<file path="src/rtl/sram_bus_arbiter_pkg.sv">
// Shared source IDs, memory size codes and the muxed request payload for sram_bus_arbiter.
package sram_bus_arbiter_pkg;

    localparam logic SRC_INST = 1'b0;
    localparam logic SRC_DATA = 1'b1;

    localparam logic [1:0] MEM_SIZE_B = 2'd0;
    localparam logic [1:0] MEM_SIZE_H = 2'd1;
    localparam logic [1:0] MEM_SIZE_W = 2'd2;

    typedef struct packed {
        logic        wr;
        logic [1:0]  size;
        logic [3:0]  wstrb;
        logic [31:0] addr;
        logic [31:0] wdata;
    } mem_cmd_t;

endpackage

</file>
<file path="src/rtl/sram_bus_arbiter_src_id_fifo.sv">
// In-order FIFO of 1-bit source IDs for accepted-but-not-returned memory transactions.
module sram_bus_arbiter_src_id_fifo #(
    parameter int unsigned DEPTH = 2
) (
    input  logic clk,
    input  logic resetn,
    input  logic i_push,
    input  logic i_push_id,
    input  logic i_pop,
    output logic o_full,
    output logic o_empty,
    output logic o_head
);

    localparam int unsigned PTR_W = (DEPTH > 1) ? $clog2(DEPTH) : 1;
    localparam int unsigned CNT_W = $clog2(DEPTH + 1);

    logic             r_mem [DEPTH];
    logic [PTR_W-1:0] r_wr_ptr;
    logic [PTR_W-1:0] r_rd_ptr;
    logic [CNT_W-1:0] r_count;
    logic             w_push_ok;
    logic             w_pop_ok;

    // Pointers wrap modulo DEPTH, which need not be a power of two.
    function automatic logic [PTR_W-1:0] ptr_inc(input logic [PTR_W-1:0] p);
        return (p == PTR_W'(DEPTH - 1)) ? '0 : p + PTR_W'(1);
    endfunction

    assign o_full    = (r_count == CNT_W'(DEPTH));
    assign o_empty   = (r_count == '0);
    assign o_head    = r_mem[r_rd_ptr];
    assign w_push_ok = i_push & ~o_full;
    assign w_pop_ok  = i_pop & ~o_empty;

    always_ff @(posedge clk) begin
        if (!resetn) begin
            r_wr_ptr <= '0;
            r_rd_ptr <= '0;
            r_count  <= '0;
        end else begin
            if (w_push_ok) begin
                r_wr_ptr <= ptr_inc(r_wr_ptr);
            end
            if (w_pop_ok) begin
                r_rd_ptr <= ptr_inc(r_rd_ptr);
            end
            case ({w_push_ok, w_pop_ok})
                2'b10:   r_count <= r_count + CNT_W'(1);
                2'b01:   r_count <= r_count - CNT_W'(1);
                default: r_count <= r_count;
            endcase
        end
    end

    // Payload storage needs no reset; entries are only read when counted valid.
    always_ff @(posedge clk) begin
        if (w_push_ok) begin
            r_mem[r_wr_ptr] <= i_push_id;
        end
    end

endmodule

</file>
<file path="src/rtl/sram_bus_arbiter.sv">
// Shares one SRAM-like memory port between the IF and EX/MEM requesters with
// fixed priority, grant lock until address acceptance and in-order response routing.
module sram_bus_arbiter
    import sram_bus_arbiter_pkg::*;
#(
    parameter int unsigned MAX_OUTSTANDING = 2
) (
    input  logic        clk,
    input  logic        resetn,

    input  logic        inst_req,
    input  logic        inst_wr,
    input  logic [1:0]  inst_size,
    input  logic [3:0]  inst_wstrb,
    input  logic [31:0] inst_addr,
    input  logic [31:0] inst_wdata,
    output logic        inst_addr_ok,
    output logic        inst_data_ok,
    output logic [31:0] inst_rdata,

    input  logic        data_req,
    input  logic        data_wr,
    input  logic [1:0]  data_size,
    input  logic [3:0]  data_wstrb,
    input  logic [31:0] data_addr,
    input  logic [31:0] data_wdata,
    output logic        data_addr_ok,
    output logic        data_data_ok,
    output logic [31:0] data_rdata,

    output logic        mem_req,
    output logic        mem_wr,
    output logic [1:0]  mem_size,
    output logic [3:0]  mem_wstrb,
    output logic [31:0] mem_addr,
    output logic [31:0] mem_wdata,
    input  logic        mem_addr_ok,
    input  logic        mem_data_ok,
    input  logic [31:0] mem_rdata,

    output logic        err_unexpected
);

    logic     r_lock_vld;
    logic     r_lock_id;
    logic     r_err;

    logic     w_winner;
    logic     w_winner_req;
    logic     w_blocked;
    logic     w_push;
    logic     w_pop;
    logic     w_full;
    logic     w_empty;
    logic     w_head;
    mem_cmd_t w_inst_cmd;
    mem_cmd_t w_data_cmd;
    mem_cmd_t w_cmd;

    // Locked winner first, then data over inst; with no request the data side drives the fields.
    always_comb begin
        w_winner = SRC_DATA;
        if (r_lock_vld) begin
            w_winner = r_lock_id;
        end else if (data_req) begin
            w_winner = SRC_DATA;
        end else if (inst_req) begin
            w_winner = SRC_INST;
        end
    end

    assign w_winner_req = (w_winner == SRC_INST) ? inst_req : data_req;
    assign w_blocked    = ~resetn | w_full;

    assign w_inst_cmd = {inst_wr, inst_size, inst_wstrb, inst_addr, inst_wdata};
    assign w_data_cmd = {data_wr, data_size, data_wstrb, data_addr, data_wdata};
    assign w_cmd      = (w_winner == SRC_INST) ? w_inst_cmd : w_data_cmd;

    assign mem_req   = w_winner_req & ~w_blocked;
    assign mem_wr    = w_cmd.wr;
    assign mem_size  = w_cmd.size;
    assign mem_wstrb = w_cmd.wstrb;
    assign mem_addr  = w_cmd.addr;
    assign mem_wdata = w_cmd.wdata;

    assign w_push       = mem_req & mem_addr_ok;
    assign inst_addr_ok = w_push & (w_winner == SRC_INST);
    assign data_addr_ok = w_push & (w_winner == SRC_DATA);

    assign w_pop        = resetn & mem_data_ok & ~w_empty;
    assign inst_data_ok = w_pop & (w_head == SRC_INST);
    assign data_data_ok = w_pop & (w_head == SRC_DATA);
    assign inst_rdata   = mem_rdata;
    assign data_rdata   = mem_rdata;

    assign err_unexpected = r_err;

    // Hold the grant on a stalled requester until the memory takes its address.
    always_ff @(posedge clk) begin
        if (!resetn) begin
            r_lock_vld <= 1'b0;
            r_lock_id  <= 1'b0;
        end else if (mem_req && !mem_addr_ok) begin
            r_lock_vld <= 1'b1;
            r_lock_id  <= w_winner;
        end else if (mem_req && mem_addr_ok) begin
            r_lock_vld <= 1'b0;
        end
    end

    always_ff @(posedge clk) begin
        if (!resetn) begin
            r_err <= 1'b0;
        end else if (mem_data_ok && w_empty) begin
            r_err <= 1'b1;
        end
    end

    sram_bus_arbiter_src_id_fifo #(
        .DEPTH (MAX_OUTSTANDING)
    ) u_src_id_fifo (
        .clk       (clk),
        .resetn    (resetn),
        .i_push    (w_push),
        .i_push_id (w_winner),
        .i_pop     (w_pop),
        .o_full    (w_full),
        .o_empty   (w_empty),
        .o_head    (w_head)
    );

endmodule
</file>
<file path="config.mk">
export PLATFORM = sky130hd
export DESIGN_NAME = sram_bus_arbiter
export DESIGN_NICKNAME = d
export VERILOG_FILES = /design/src/rtl/sram_bus_arbiter_pkg.sv /design/src/rtl/sram_bus_arbiter_src_id_fifo.sv /design/src/rtl/sram_bus_arbiter.sv
export SDC_FILE = /design/constraint.sdc
export NUM_CORES = 1
export LEC_CHECK = 0
export BUFFER_PORTS_ARGS = -buffer_cell sky130_fd_sc_hd__buf_2
export CORE_AREA = 2 2 126 128
export CTS_CLUSTER_DIAMETER = 50
export DETAILED_ROUTE_END_ITERATION = 7
export DIE_AREA = 0 0 128 130
export PLACE_DENSITY = 0.56
export REMOVE_ABC_BUFFERS = 1
export SLEW_MARGIN = 20
export SYNTH_ARGS = -nofsm -noshare
export SYNTH_HDL_FRONTEND = slang
export SYNTH_SLANG_ARGS = --single-unit
</file>
<file path="constraint.sdc">
create_clock -name clk -period 1.9 [get_ports clk]
set_input_delay 0.285 -clock clk [delete_from_list [all_inputs] [get_ports clk]]
set_output_delay 0.285 -clock clk [all_outputs]
set_load 0.01 [all_outputs]
</file>
==> results of run 1 <==
-- sequential cells by signal, summed over array words and instances (netlist names), named ones only --
| register | count |
|---|---|
| r_lock_id | 1 |
| u_src_id_fifo.r_mem | 2 |
| u_src_id_fifo.r_count | 2 |
| u_src_id_fifo.r_wr_ptr | 1 |
| err_unexpected | 1 |
| r_lock_vld | 1 |
| u_src_id_fifo.r_rd_ptr | 1 |
-- layout make-up --
cell class                 count  area, um2  share of cell area [%]
clock buffer                   4       78.8                    2.31
inverter                       4       15.0                   0.440
multi-input combinational    117       1370                    40.2
sequential                    10        226                    6.64
tap                          192        240                    7.05
timing repair buffer         239       1480                    43.3
-- critical path: stages, from the launching register on --
cell and delay (ns):
dfxtp_4 0.36, o31a_4 0.41, buf_6 0.18, mux2_4 0.30, buf_2 0.14
-- synth_stat cells (2+ instances only) --
master     n  area [um2]
and3_1     2        12.5
nor2_1     8        30.0
o21ai_0    2        10.0
a21oi_1    4        20.0
nor2b_1    2        12.5
inv_1      4        15.0
edfxtp_1   2        60.1
nand3_1    3        15.0
nand2b_1   2        12.5
xor2_1     2        17.5
dfxtp_1    8         160
buf_4     64         480
nand2_1    5        18.8
mux2_2     3        33.8
mux2_4    68        1020
buf_12     7         140
-- routing by layer --
metal  GRT usage [%]  up-vias
li1                -      981
met1            14.3      941
met2            15.6      207
met3            9.27        8
met4            1.16        4
met5            7.65        -
-- power groups by stage --
stage          clock [mW]  combinational, mW  sequential, mW
2_1_floorplan           0              0.666           0.257
4_1_cts             0.378               1.27           0.257
3_5_place_dp            0               1.07           0.257
6_report            0.370               1.23           0.257
5_1_grt             0.389               1.31           0.260
3_3_place_gp            0               1.07           0.256
-- metrics by stage --
stage          cells  power [mW]  util (%)  setup WS (ns)  hold slack, ns
2_1_floorplan    130       0.923         -          -2.28           0.426
3_3_place_gp     558        1.33      19.8         0.0262           0.451
3_5_place_dp     558        1.33      19.8       -0.00473           0.471
4_1_cts          569        1.91      22.4        -0.0729           0.315
5_1_grt          566        1.96      22.1        -0.0683           0.334
6_report         566        1.85      22.1        -0.0238           0.309
-- kinds of logic (layout without fill, tap and decap cells) --
kind of cell | count (synthesis) | in the layout | share of synthesized area [%]
buffers and inverters | 76 | 247 | 29.3
adders and majority gates | 1 | 1 | 0.567
muxes | 72 | 72 | 48.3
DFF | 10 | 10 | 9.99
xor gates and xnor gates | 3 | 3 | 1.19
AOI/OAI and AO/OA | 10 | 11 | 2.84
and+or+nand+nor | 30 | 30 | 7.78
-- how the worst max path moves through the flow --
stage / endpoint / slack, ns / start / depth (start not counted)
2_1_floorplan: mem_addr[27] / -2.28 / r_lock_id$_SDFFE_PN0P_ / 3
3_3_place_gp: mem_wdata[23] / 0.03 / r_lock_id$_SDFFE_PN0P_ / 5
3_5_place_dp: mem_wdata[23] / -0.005 / r_lock_id$_SDFFE_PN0P_ / 5
4_1_cts: mem_wdata[26] / -0.07 / r_lock_vld$_SDFFE_PN0P_ / 5
5_1_grt: mem_wdata[17] / -0.07 / r_lock_vld$_SDFFE_PN0P_ / 4
6_report: mem_addr[5] / -0.02 / r_lock_vld$_SDFFE_PN0P_ / 4
-- repair_timing --
item | CTS | global route
cloned | 3 | 0
setup buffers | 4 | 0
pin swaps | 2 | 1
setup endpoints to repair | 72 | 72
gates resized for setup | 37 | 8
==> impl_metrics.tcl, run 1 <==
set metrics [dict create \
    status "finished, violations left" \
    violations "setup timing" \
    antenna_left 0 \
    drt_iter0_drc 72 \
    final_cell_mix "buf_2 (196), mux2_4 (68), buf_6 (31)" \
    routedWlPerCell_um 18.6 \
    syn2layout_area_growth_pct 54.7 \
    rr_startpoint "r_lock_id$_SDFFE_PN0P_" \
    required_ns 1.62 \
    highest_layer "met5" \
    r2r_setup_slack_ns 0.10 \
    rows 46 \
    peakVddDrop_mv 0.274 \
    fin_area_um2 3410 \
    final_max_slew_viol_count 0 \
    tightest_slew_ns 0.279 \
    ctsHoldBuffers 0 \
    clock_path_buffers 2 \
    criticalPathCategory "flop to output pin" \
    p_leak_nw 1.92 \
    drc 0 \
    num-fill-cells 1722 \
    ys_ff_latch 10 \
    swShare_pct 32.2 \
    final_common_cell "buf_2" \
    antenna_found_initial 0 \
    p_per_area_nw_per_um2 543 \
    start_kind "flop" \
    place.gp.congestion 0.796 \
    fp.dieH_um 130 \
    dr_wl_met3_um 1740 \
    syn_inst 202 \
    ioPinCount 321 \
    via_count 2141 \
    cap_viol_max_count 0 \
    p_int_mw 1.25 \
    cp_max_fo 8 \
    holdPathStages 3 \
    hold_viol_final 0 \
    rsz0062_at_grt "yes" \
    grt_overflow_total 0 \
    synthFlopType "dfxtp_1" \
    drt-met1-wl_um 4150 \
    drive_gt1_share_pct 86.1 \
    crit_arrival_ns 1.64 \
    die_area_um2 16600 \
    synth_cell_types 32 \
    cts_root_buffer "clkbuf_16" \
    post_dp_cell_area_um2 3050 \
    clock_skew_ns 0.00274 \
    end_kind "output pin" \
    r2r_cells 7 \
    setup_tns_ns -0.337 \
    ys_seq_area_share_pct 9.99 \
    synth_area_um2 2200 \
    timing.final.crit_share_pct 101 \
    post-route-min-period_ns 1.92 \
    relSlewSlack_pct 81.2 \
    syn_area_per_cell_um2 10.9 \
    synth_edf_count 2 \
    cts_tree "yes" \
    firstDrtPassIters 4 \
    synthArstFlopShare_pct 0 \
    min_to "err_unexpected$_SDFFE_PN0P_" \
    cts_made_buffers 3 \
    routed_wl_um 10600 \
    cts_max_level 1 \
    worstHoldPathType "primary input to flop" \
    worstHoldStart "mem_data_ok" \
    setup_viol 38 \
    fin_nets 556 \
    grt_pass1_wl_um 14200 \
    grt_usage_pct 11.6 \
    grt_max_degree 13 \
    comb_power_share_pct 66.2 \
    p_seq_share_pct 13.9 \
    numClockSinks 10 \
    fin_ws_ns -0.0238 \
    clk_pin_slew_ns 0.04 \
    clkLatencyLatePin_ns 0.23 \
    io_buffers 224 \
    initial_core_util_pct 14.3 \
    coreArea_um2 15400 \
    p_sw_mw 0.596 \
    reg2reg_to "u_src_id_fifo.r_count[1]$_SDFFE_PN0P_" \
    dp_hpwl_um 9060 \
    wl_met2_um 4470 \
    fmax_mhz 520 \
    viasPerCell 3.78 \
    die_w_um 128 \
    num_antenna_cells 0 \
    p_clk_share_pct 20.0 \
    grt_pass1_vias 2214 \
    yosys_warnings 0 \
]
Power figures use the tool's default switching activity.
==> run 2, diff against run 1 <==
--- a/config.mk
+++ b/config.mk
@@ -7,6 +7,7 @@
 export LEC_CHECK = 0
 export BUFFER_PORTS_ARGS = -buffer_cell sky130_fd_sc_hd__buf_2
 export CORE_AREA = 2 2 126 128
+export CTS_BUF_LIST = sky130_fd_sc_hd__clkbuf_4
 export CTS_CLUSTER_DIAMETER = 50
 export DETAILED_ROUTE_END_ITERATION = 7
 export DIE_AREA = 0 0 128 130
==> impl_metrics.tcl, run 2 (same netlist as run 1, synthesis figures left out) <==
set metrics [dict create \
    die_area_um2 16600 \
    drc 0 \
    routed_wl_um 10700 \
    peakVddDrop_mv 0.255 \
    criticalPathCategory "flop to output pin" \
    num_antenna_cells 0 \
    grt_pass1_wl_um 14100 \
    fin_ws_ns -0.0644 \
    hold_viol_final 0 \
    p_leak_nw 1.95 \
    crit_arrival_ns 1.68 \
    relSlewSlack_pct 81.2 \
    fp.dieH_um 130 \
    num-fill-cells 1714 \
    cp_max_fo 12 \
    viasPerCell 3.80 \
    post-route-min-period_ns 1.96 \
    end_kind "output pin" \
    start_kind "flop" \
    via_count 2153 \
    coreArea_um2 15400 \
    die_w_um 128 \
    initial_core_util_pct 14.3 \
    clk_pin_slew_ns 0.07 \
    post_dp_cell_area_um2 3050 \
    routedWlPerCell_um 18.8 \
    dp_hpwl_um 9060 \
    timing.final.crit_share_pct 103 \
    final_max_slew_viol_count 0 \
    rows 46 \
    place.gp.congestion 0.796 \
    grt_usage_pct 11.6 \
    worstHoldPathType "primary input to flop" \
    final_common_cell "buf_2" \
    clock_skew_ns 0.00930 \
    io_buffers 224 \
    syn2layout_area_growth_pct 58.1 \
    setup_tns_ns -2.12 \
    final_cell_mix "buf_2 (182), mux2_4 (70), buf_6 (46)" \
    fin_cells 567 \
    antenna_left 0 \
    p_per_area_nw_per_um2 490 \
    tightest_slew_ns 0.280 \
    clock_path_buffers 2 \
    drt_iter0_drc 63 \
    firstDrtPassIters 4 \
    cap_viol_max_count 0 \
    cts_root_buffer "clkbuf_4" \
    fin_area_um2 3480 \
    r2r_setup_slack_ns 0.09 \
    status "finished, violations left" \
    grt_max_degree 13 \
    drive_gt1_share_pct 86.9 \
    clkLatencyLatePin_ns 0.26 \
    ctsHoldBuffers 0 \
    grt_overflow_total 0 \
    cts_tree "yes" \
    ioPinCount 321 \
    grt_pass1_vias 2217 \
    required_ns 1.62 \
    rsz0062_at_grt "yes" \
    fmax_mhz 509 \
    cts_max_level 1 \
    reg_top3 "u_src_id_fifo.r_count x2, u_src_id_fifo.r_mem x2" \
    numClockSinks 10 \
    place_ws_ns -0.00473 \
    cts_made_buffers 3 \
    antenna_found_initial 0 \
    dp.cells 558 \
    fin_nets 557 \
    utilization_pct 22.6 \
    setup_viol 45 \
    violations "setup timing" \
]
run 2: cell count changes in the layout (fill, tap and decap cells not counted):
cell,delta
clkbuf_1,-1
ha_1,-1
clkbuf_16,-3
buf_6,+15
mux2_2,-2
ha_4,+1
buf_2,-14
and3_4,+1
mux2_4,+2
and3_1,-1
clkbuf_4,+4
run 2: final timing paths:
kind | startpoint | to | cells after the start
min | mem_data_ok | err_unexpected$_SDFFE_PN0P_ | 3
max reg2reg | r_lock_id$_SDFFE_PN0P_ | u_src_id_fifo.r_count[1]$_SDFFE_PN0P_ | 7
min reg2reg | err_unexpected$_SDFFE_PN0P_ | err_unexpected$_SDFFE_PN0P_ | 2
max | r_lock_vld$_SDFFE_PN0P_ | mem_wdata[26] | 4
run 2: cell type report:
class                   count  area, um2  area share, %
clock buffers               4       30.0          0.862
inverters                   4       15.0          0.431
multi-input cells         117       1400           40.1
flip-flops and latches     10        226           6.50
well taps                 192        240           6.89
repair buffers            240       1580           45.2
run 2: power breakdown:
| group | total (mW) | leakage, nW | internal (mW) | switching (mW) |
|---|---|---|---|---|
| clock | 0.164 | 0.0184 | 0.0952 | 0.0686 |
| combinational | 1.29 | 1.84 | 0.786 | 0.504 |
| sequential | 0.255 | 0.0852 | 0.239 | 0.0157 |
| total | 1.71 | 1.95 | 1.12 | 0.588 |
run 2: what timing repair did:
| action | in CTS | in global routing |
|---|---|---|
| pin swaps | 2 | 1 |
| setup buffers | 4 | 1 |
| resized for setup | 37 | 31 |
| endpoints found under the hold margin | 0 | 0 |
| cloned | 3 | 0 |
| endpoints found under the setup margin | 73 | 74 |
run 2: metal layers:
layer	GRT usage (%)	vias to the layer above	share of wire, %
met5	7.65	-	1.3
met4	1.16	4	0.45
met3	9.27	8	17
met2	15.5	205	43
met1	14.2	953	39
li1	-	983	-
run 2: critical path: stages, from the launching register on:
cell and delay [ns]:
dfxtp_4 0.37, o31a_4 0.41, buf_12 0.18, mux2_4 0.29, buf_2 0.15
run 2: per-stage QoR:
stage / total power, mW / hold WS, ns
final: 1.71 / 0.281
after global routing: 1.82 / 0.297
after CTS: 1.70 / 0.282
after detailed placement: 1.33 / 0.471
after global placement: 1.33 / 0.451
after floorplan: 0.923 / 0.426
==> run 3, diff against run 2 <==
--- a/config.mk
+++ b/config.mk
@@ -6,12 +6,12 @@
 export NUM_CORES = 1
 export LEC_CHECK = 0
 export BUFFER_PORTS_ARGS = -buffer_cell sky130_fd_sc_hd__buf_2
-export CORE_AREA = 2 2 126 128
+export CORE_AREA = 8 8 119 121
 export CTS_BUF_LIST = sky130_fd_sc_hd__clkbuf_4
 export CTS_CLUSTER_DIAMETER = 50
 export DETAILED_ROUTE_END_ITERATION = 7
-export DIE_AREA = 0 0 128 130
-export PLACE_DENSITY = 0.56
+export DIE_AREA = 0 0 127 129
+export PLACE_DENSITY = 0.64
 export REMOVE_ABC_BUFFERS = 1
 export SLEW_MARGIN = 20
 export SYNTH_ARGS = -nofsm -noshare
==> impl_metrics.tcl, run 3 (same netlist as run 1, synthesis figures left out) <==
set metrics [dict create \
    clock_skew_ns 0.00655 \
    worstHoldPathType "primary input to flop" \
    viasPerCell 4.13 \
    path_depth 5 \
    slowest_stage "dfxtp_4" \
    firstDrtPassIters 5 \
    violations "setup timing" \
    cts_root_buffer "clkbuf_4" \
    hold_viol_final 0 \
    cap_viol_max_count 0 \
    crit_buf_inv 3 \
    antenna_left 0 \
    setup_viol 71 \
    final_cell_mix "buf_2 (154), buf_6 (74), mux2_4 (70)" \
    ctsHoldBuffers 0 \
    cts_tree "yes" \
    slowest_delay_ns 0.36 \
    cts_max_level 1 \
    reg_top3 "u_src_id_fifo.r_count x2, u_src_id_fifo.r_mem x2" \
    r2r_cells 8 \
    status "finished, violations left" \
    p_leak_nw 2.05 \
    via_count 2192 \
    grt_usage_pct 13.3 \
    rsz0062_at_grt "yes" \
    coreArea_um2 12300 \
    routed_wl_um 11900 \
    ioPinCount 321 \
    grt_overflow_total 0 \
    p_total_mw 1.86 \
    cp_max_fo 12 \
    rr_startpoint "r_lock_id$_SDFFE_PN0P_" \
    worstSetupEndpoint "mem_addr[5]" \
    grt_pass1_vias 2530 \
    clk_pin_slew_ns 0.07 \
    num_antenna_cells 0 \
    tightest_slew_ns 0.288 \
    routedWlPerCell_um 22.5 \
    grt_max_degree 29 \
    io_buffers 224 \
    final_common_cell "buf_2" \
    fp.dieH_um 129 \
    p_per_area_nw_per_um2 501 \
    syn2layout_area_growth_pct 68.0 \
    criticalPathCategory "flop to output pin" \
    fin_nets 563 \
    holdPathStages 3 \
    antenna_found_initial 0 \
    initial_core_util_pct 17.9 \
    start_kind "flop" \
    crit_arrival_ns 1.73 \
    die_w_um 127 \
    rows 41 \
    drc 0 \
    dp_hpwl_um 10400 \
    r2r_setup_slack_ns 0.07 \
    grt_pass1_wl_um 16300 \
    clock_path_buffers 2 \
    path_cells "o31a_4, buf_12, buf_12, mux2_4, buf_6" \
    critPathLaunch "r_lock_vld$_SDFFE_PN0P_" \
    fin_ws_ns -0.115 \
    drive_gt1_share_pct 87.4 \
    cts_made_buffers 3 \
    peakVddDrop_mv 0.193 \
    reg2reg_to "u_src_id_fifo.r_count[1]$_SDFFE_PN0P_" \
    relSlewSlack_pct 80.6 \
    timing.final.crit_share_pct 106 \
    die_area_um2 16400 \
    hold_ws_ns 0.279 \
    drt_iter0_drc 52 \
    final_max_slew_viol_count 0 \
    fmax_mhz 496 \
    required_ns 1.62 \
    crit_family "buffers and inverters" \
    worst_path_most_repeated_cell "buf_12" \
    post-route-min-period_ns 2.02 \
    clkLatencyLatePin_ns 0.26 \
    place.gp.congestion 0.903 \
    place_ws_ns -0.0188 \
    end_kind "output pin" \
    numClockSinks 10 \
]
==> run 3: cell count changes in the layout (fill, tap and decap cells not counted), sizes merged <==
cell,delta
o31a,-1
buf,+7
clkbuf,-1
clkinv,+1
==> run 3: power by group <==
part | internal (mW) | leakage [nW] | total, mW | switching (mW)
logic | 0.915 | 1.95 | 1.46 | 0.541
registers | 0.239 | 0.0848 | 0.253 | 0.0145
clock network | 0.0758 | 0.0154 | 0.149 | 0.0730
total | 1.23 | 2.05 | 1.86 | 0.628
==> run 3: area by class of cell <==
type,instances,area [um2]
Timing Repair Buffer,247,1860
Tap cell,150,188
Sequential cell,10,225
Multi-Input combinational cell,116,1390
Fill cell,1306,8610
Clock inverter,1,3.75
Inverter,4,15.0
Clock buffer,3,22.5
==> run 3: timing repair <==
item / in CTS / in global routing
cloned: 2 / 0
setup buffers: 4 / 1
setup endpoints to repair: 72 / 73
resized for setup: 99 / 12
pin swaps: 2 / 1
==> run 3: worst reg2reg max path, stage by stage (launching register included) <==
cell,delay [ns]
dfxtp_2,0.33
nand2b_4,0.14
buf_4,0.13
a21o_2,0.21
and3_4,0.17
nand3_2,0.09
ha_4,0.21
or3_1,0.38
a21oi_2,0.11
==> run 3: worst min-delay path by stage <==
stage	from	endpoint	slack (ns)
2_1_floorplan	mem_data_ok	err_unexpected$_SDFFE_PN0P_	0.43
3_3_place_gp	r_lock_id$_SDFFE_PN0P_	r_lock_id$_SDFFE_PN0P_	0.45
3_5_place_dp	r_lock_id$_SDFFE_PN0P_	r_lock_id$_SDFFE_PN0P_	0.46
4_1_cts	mem_data_ok	err_unexpected$_SDFFE_PN0P_	0.28
5_1_grt	mem_data_ok	err_unexpected$_SDFFE_PN0P_	0.29
6_report	mem_data_ok	err_unexpected$_SDFFE_PN0P_	0.28
==> run 3: stage by stage <==
| step | TNS (ns) | instances | cell area [um2] | util, % |
|---|---|---|---|---|
| finish | -4.43 | 531 | 3700 | 30.1 |
| global route | -9.01 | 531 | 3700 | 30.1 |
| CTS | -5.66 | 530 | 3630 | 29.5 |
| detailed placement | -0.0552 | 520 | 3040 | 24.7 |
| global placement | 0 | 520 | 3040 | 24.7 |
| floorplan | -163.50 | 130 | 1570 | - |
==> run 3: layer usage <==
layer / part of all wire (%) / track usage, % / routed length (um) / vias up
met1: 40 / 15.7 / 4790 / 1003
li1: - / - / - / 994
met2: 43 / 19.1 / 5140 / 191
met4: 0.35 / 1.05 / 42 / 0
met5: 0 / 4.01 / 0 / -
met3: 16 / 10.0 / 1950 / 4
